$ cat src/rtl/wiper_motor_sequencer.sv
// Windshield wiper motor sequencer.
// Arbitrates between the automatic and manual speed requests and runs the
// out-stroke / return-stroke / park-dwell cycle. Speed changes and stops take
// effect only at the park position. All outputs are Moore-decoded from
// registered state.
// Optional feature: define WIPER_WASH_EN to build the washer spray state and
// the forced low-speed wash wipes. When it is undefined, pump_on is tied low
// and wash_req is ignored.
module wiper_motor_sequencer #(
  parameter int LOW_STROKE_CYC  = 8,
  parameter int HIGH_STROKE_CYC = 4,
  parameter int PARK_DWELL_CYC  = 2,
  parameter int WASH_SPRAY_CYC  = 6,
  parameter int WASH_WIPES      = 3
) (
  input  logic       clk_2,
  input  logic       reset,
  input  logic [1:0] spd_req,
  input  logic       manual_en,
  input  logic [1:0] manual_spd,
  input  logic       wash_req,
  output logic       motor_on,
  output logic       motor_dir,
  output logic       motor_fast,
  output logic       parked,
  output logic       pump_on,
  output logic [2:0] state_dbg,
  output logic [7:0] sweep_cnt
);

  typedef enum logic [2:0] {
    ST_PARK  = 3'd0,
    ST_OUT   = 3'd1,
    ST_RET   = 3'd2,
    ST_DWELL = 3'd3,
    ST_SPRAY = 3'd4
  } state_e;

  // Down-counter load values: a phase of N cycles loads N-1 and ends at 0.
  localparam logic [7:0] LOW_LD   = 8'(LOW_STROKE_CYC - 1);
  localparam logic [7:0] HIGH_LD  = 8'(HIGH_STROKE_CYC - 1);
  localparam logic [7:0] DWELL_LD = 8'(PARK_DWELL_CYC - 1);

  state_e     state_q, state_d;
  logic [7:0] cnt_q, cnt_d;
  logic       spd_lat_q, spd_lat_d;
  logic [7:0] sweep_q, sweep_d;

  logic [1:0] eff_spd;
  logic       eff_nz;
  logic       eff_hi;
  logic       wash_rise;
  logic       wipes_pend;

  // Manual lever wins when enabled; code 3 behaves as high, so bit 1 alone
  // marks a high-speed request.
  assign eff_spd = manual_en ? manual_spd : spd_req;
  assign eff_nz  = |eff_spd;
  assign eff_hi  = eff_spd[1];

  // Half-stroke length for a given latched speed.
  function automatic logic [7:0] stroke_ld(input logic hi);
    return hi ? HIGH_LD : LOW_LD;
  endfunction

`ifdef WIPER_WASH_EN
  localparam logic [7:0] SPRAY_LD  = 8'(WASH_SPRAY_CYC - 1);
  localparam logic [7:0] WIPES_LD  = 8'(WASH_WIPES);

  logic       wash_q;
  logic [7:0] wipes_q, wipes_d;

  // A wash request is the rising edge of the level input; it is only acted on
  // in PARK/DWELL, so edges seen in any other state are simply lost.
  assign wash_rise  = wash_req & ~wash_q;
  assign wipes_pend = |wipes_q;

  // Wash edge detector and count of forced wash wipes still to run.
  always_ff @(posedge clk_2 or posedge reset) begin
    if (reset) begin
      wash_q  <= 1'b0;
      wipes_q <= '0;
    end else begin
      wash_q  <= wash_req;
      wipes_q <= wipes_d;
    end
  end
`else
  logic wash_unused;

  assign wash_unused = wash_req;
  assign wash_rise   = 1'b0;
  assign wipes_pend  = 1'b0;
`endif

  // State, phase counter, latched sweep speed and completed-sweep counter.
  always_ff @(posedge clk_2 or posedge reset) begin
    if (reset) begin
      state_q   <= ST_PARK;
      cnt_q     <= '0;
      spd_lat_q <= 1'b0;
      sweep_q   <= '0;
    end else begin
      state_q   <= state_d;
      cnt_q     <= cnt_d;
      spd_lat_q <= spd_lat_d;
      sweep_q   <= sweep_d;
    end
  end

  // Next-state logic: speed is only re-evaluated at the park position.
  always_comb begin
    state_d   = state_q;
    cnt_d     = cnt_q;
    spd_lat_d = spd_lat_q;
    sweep_d   = sweep_q;
`ifdef WIPER_WASH_EN
    wipes_d   = wipes_q;
`endif

    case (state_q)
      ST_PARK: begin
        if (wash_rise) begin
`ifdef WIPER_WASH_EN
          state_d = ST_SPRAY;
          cnt_d   = SPRAY_LD;
`endif
        end else if (eff_nz) begin
          state_d   = ST_OUT;
          spd_lat_d = eff_hi;
          cnt_d     = stroke_ld(eff_hi);
        end
      end

      ST_OUT: begin
        if (cnt_q == 8'd0) begin
          state_d = ST_RET;
          cnt_d   = stroke_ld(spd_lat_q);
        end else begin
          cnt_d = cnt_q - 8'd1;
        end
      end

      ST_RET: begin
        if (cnt_q == 8'd0) begin
          sweep_d = sweep_q + 8'd1;
`ifdef WIPER_WASH_EN
          if (wipes_pend) begin
            wipes_d = wipes_q - 8'd1;
          end
`endif
          // High speed runs sweeps back-to-back; anything else parks briefly.
          if (spd_lat_q && eff_hi) begin
            state_d   = ST_OUT;
            spd_lat_d = 1'b1;
            cnt_d     = HIGH_LD;
          end else begin
            state_d = ST_DWELL;
            cnt_d   = DWELL_LD;
          end
        end else begin
          cnt_d = cnt_q - 8'd1;
        end
      end

      ST_DWELL: begin
        if (wash_rise) begin
`ifdef WIPER_WASH_EN
          state_d = ST_SPRAY;
          cnt_d   = SPRAY_LD;
`endif
        end else if (cnt_q == 8'd0) begin
          if (eff_nz || wipes_pend) begin
            // Pending wash wipes force low speed whatever is requested.
            state_d   = ST_OUT;
            spd_lat_d = wipes_pend ? 1'b0 : eff_hi;
            cnt_d     = stroke_ld(wipes_pend ? 1'b0 : eff_hi);
          end else begin
            state_d = ST_PARK;
          end
        end else begin
          cnt_d = cnt_q - 8'd1;
        end
      end

`ifdef WIPER_WASH_EN
      ST_SPRAY: begin
        if (cnt_q == 8'd0) begin
          wipes_d   = WIPES_LD;
          state_d   = ST_OUT;
          spd_lat_d = 1'b0;
          cnt_d     = LOW_LD;
        end else begin
          cnt_d = cnt_q - 8'd1;
        end
      end
`endif

      default: begin
        state_d = ST_PARK;
        cnt_d   = '0;
      end
    endcase
  end

  // Moore output decode.
  assign motor_on   = (state_q == ST_OUT) || (state_q == ST_RET);
  assign motor_dir  = (state_q == ST_OUT);
  assign motor_fast = motor_on && spd_lat_q;
  assign parked     = (state_q == ST_PARK) || (state_q == ST_DWELL);
  assign state_dbg  = state_q;
  assign sweep_cnt  = sweep_q;
`ifdef WIPER_WASH_EN
  assign pump_on    = (state_q == ST_SPRAY);
`else
  assign pump_on    = 1'b0;
`endif

endmodule

$ cat config.mk
export PLATFORM = sky130hd
export DESIGN_NAME = wiper_motor_sequencer
export DESIGN_NICKNAME = d
export VERILOG_FILES = /design/src/rtl/wiper_motor_sequencer.sv
export SDC_FILE = /design/constraint.sdc
export NUM_CORES = 1
export LEC_CHECK = 0
export BUFFER_PORTS_ARGS = -buffer_cell sky130_fd_sc_hd__buf_4
export CORE_ASPECT_RATIO = 0.7
export CORE_MARGIN = 3
export CORE_UTILIZATION = 54
export DETAILED_ROUTE_END_ITERATION = 8
export HOLD_SLACK_MARGIN = 0.12
export PLACE_DENSITY_LB_ADDON = 0.1
export SYNTH_ARGS = -nofsm -noshare
export SYNTH_HDL_FRONTEND = slang
export SYNTH_SLANG_ARGS = --single-unit
export TNS_END_PERCENT = 50
$ cat constraint.sdc
create_clock -name clk_2 -period 2.3 [get_ports clk_2]
set_clock_uncertainty 0.15 [all_clocks]
set_input_delay 0.46 -clock clk_2 [delete_from_list [all_inputs] [get_ports clk_2]]
set_output_delay 0.46 -clock clk_2 [all_outputs]
set_load 0.005 [all_outputs]
==> impl_metrics.py <==
metrics = {
    "floorplanning": {
        "core_area_um2": 1980,
        "die_area_um2": 2850,
        "ioPinCount": 24,
        "initial_core_util_pct": 60.9,
        "core.rowCount": 13,
        "die_y_um": 45.6,
        "die_w_um": 62.5,
    },
    "timing": {
        "fin_crit_sh_pct": 96.3,
        "final_max_slew_viol_count": 0,
        "fin_tns_setup_ns": 0,
        "worstMarginPinSlew_ns": 0.715,
        "min_period_ns": 2.22,
        "rsz0062_at_grt": "false",
        "fmax_mhz": 451,
        "slew_headroom_pct": 52.3,
        "setup_violations": 0,
        "hold_violations": 0,
    },
    "synthesis": {
        "ys_types": 45,
        "synthFlopType": "dfrtp_1",
        "synth_edf_count": 0,
        "syn-cell-area_um2": 1210,
        "synth.area.top_cells": "dfrtp_1 39%, ha_1 7.2%, xnor2_1 3.6%",
        "syn_area_per_cell_um2": 9.99,
        "synth_top_cell_area_share_pct": 39.3,
        "synth-seq-cells": 19,
        "ys_seq_area_share_pct": 39.3,
        "synthArstFlopShare_pct": 100,
        "syn_inst": 121,
        "yosys.area.top_type": "dfrtp_1",
        "yosysWarnings": 0,
    },
    "drt": {
        "drc_errors": 0,
        "dr.first_iter.drc_count": 62,
        "wl_per_cell_um": 16.5,
        "routed.top_layer": "met4",
        "met1_length_mm": 1.33,
        "viasPerCell": 5.95,
        "drtAntennaViolNets": 0,
        "wl_met3_um": 180,
        "vias": 1047,
        "dr.pass1.iters": 4,
        "wl_met2_mm": 1.37,
        "drt-total-wl_mm": 2.91,
    },
    "clocking": {
        "cts_root_buf": "clkbuf_4",
        "clk_pin_slew_ns": 0.11,
        "htreeDepth": 1,
        "cts_setup_buffers": 0,
        "cts.sinks": 19,
        "cts_buffers": 3,
        "cts_tree": "done",
        "cts_max_path_buffers": 2,
        "cts_resized": 1,
        "holdBufCountCts": 0,
        "clock_latency_ns": 0.30,
    },
    "pwr": {
        "intPower_w": 0.000414,
        "power_frac_seq_pct": 62.1,
        "irDropWorstVdd_mv": 0.426,
        "comb_power_share_pct": 6.0,
        "pwr-share-clk_pct": 31.9,
        "p_leak_nw": 0.698,
        "power_density_nw_per_um2": 374,
        "p_sw_share_pct": 22.9,
        "p_sw_w": 0.000123,
    },
    "place": {
        "place_congestion": 0.822,
        "dpl_cell_area_um2": 1400,
        "hpwlAfterDp_mm": 2.12,
        "port_buffers": 20,
    },
    "critical_path": {
        "r2r_cells": 6,
        "worstSetupPathType": "reg -> reg",
        "cp-start-kind": "flip-flop",
        "cp_max_fo": 5,
        "reg2reg_slack_ns": 0.08,
        "r2r_end": "cnt_q[1]",
        "reg2reg_from": "cnt_q[1]",
        "critPathArrivalTime_ns": 2.26,
        "end_kind": "flip-flop",
        "required_ns": 2.35,
        "crit_path_end": "cnt_q[1]",
        "crit_start": "cnt_q[1]",
    },
    "layout": {
        "synthToLayoutAreaGrowth_pct": 18.9,
        "design_area_um2": 1440,
        "drive_above_1_share_pct": 25.3,
        "diodes": 0,
        "fin_nets": 162,
    },
    "global_route": {
        "grt_max_degree": 20,
        "grt_usage_pct": 23.1,
        "grt_pass1_vias": 1020,
        "grt_first_pass_wirelength_mm": 5.06,
        "antenna_found_initial": 0,
        "overflow": 0,
    },
    "status": {
        "status": "finished, final reports clean",
    },
    "flow_run": {
        "maxCapViolations": 0,
    },
    "min_path": {
        "hold_path.class": "in -> async",
    },
}
==> final cells by class <==
class	count	area, um^2
Clock buffer	4	26.3
Fill cell	164	547
Inverter	9	33.8
Multi-Input combinational cell	90	684
Sequential cell	19	475
Tap cell	30	37.5
Timing Repair Buffer	24	180
==> layer usage <==
metal,track usage (%),up-vias
li1,-,496
met1,29.7,500
met2,40.7,45
met3,4.94,6
met4,5.70,0
met5,0,-
==> power by group through the flow <==
stage | sequential (W) | combinational [W] | clock [W]
6_report | 0.000334 | 0.0000324 | 0.000172
5_1_grt | 0.000334 | 0.0000360 | 0.000194
4_1_cts | 0.000334 | 0.0000324 | 0.000175
3_5_place_dp | 0.000340 | 0.0000321 | 0
3_3_place_gp | 0.000340 | 0.0000311 | 0
2_1_floorplan | 0.000340 | 0.0000197 | 0
==> critical path, cell delays in order (launching register included) <==
cell	delay, ns
dfrtp_1	0.42
inv_2	0.09
ha_1	0.18
or4b_4	0.55
a2111oi_4	0.35
a211oi_1	0.08
a311o_1	0.28
==> cell usage in the layout (no fill, tap or decap), types with 4 or more instances in the layout <==
cell / instances
a21oi_1: 7
nor2_1: 6
o21ai_0: 4
ha_1: 7
dfrtp_1: 19
xor2_1: 4
nand3_1: 4
nand2_1: 4
nor3_1: 4
buf_4: 24
inv_1: 7
xnor2_1: 5
==> sequential cells by signal, summed over array words and instances (netlist names) <==
| register | flops |
|---|---|
| state_dbg | 2 |
| sweep_cnt | 8 |
| cnt_q | 8 |
| spd_lat_q | 1 |
==> cells by family after synthesis <==
group,count (synthesis),synth area share [%]
buffers and inverters,13,5.28
AOI/OAI and AO/OA,32,20.2
DFF,19,39.3
xor gates and xnor gates,9,6.52
muxes,5,4.45
other,1,0.310
and+or+nand+nor,35,16.7
adders and majority gates,7,7.25
==> how the worst min path moves through the flow <==
stage	startpoint	end	slack, ns	depth (start not counted)
2_1_floorplan	reset	cnt_q[0]	0.26	1
3_3_place_gp	sweep_cnt[7]	sweep_cnt[7]	0.31	1
3_5_place_dp	sweep_cnt[7]	sweep_cnt[7]	0.32	1
4_1_cts	reset	cnt_q[4]	0.14	2
5_1_grt	reset	cnt_q[0]	0.16	2
6_report	reset	cnt_q[0]	0.11	2
==> synth_stat cells, types with 2 or more instances <==
master and n:
inv_1 9, a21oi_1 7, o21ai_0 4, ha_1 7, a22o_1 3, xnor2_1 5, nand4_1 3, a211oi_1 3
xor2_1 4, nor3_1 5, mux2_2 3, or3_1 3, nand3_1 4, buf_4 2, o21bai_1 2, mux2i_1 2
nand2_1 4, dfrtp_1 19, nor2_1 6
==> through the flow <==
step / total power [W] / std cells / setup slack [ns] / utilization (%) / hold slack, ns
floorplan: 0.000360 / 122 / 0.240 / - / 0.261
global placement: 0.000371 / 172 / 0.131 / 70.6 / 0.314
detailed placement: 0.000372 / 172 / 0.0294 / 70.6 / 0.319
CTS: 0.000541 / 176 / 0.0617 / 72.2 / 0.143
global route: 0.000564 / 176 / 0.0193 / 72.4 / 0.164
finish: 0.000538 / 176 / 0.0847 / 72.4 / 0.112
Note: power is estimated with default switching activity, not from simulation.
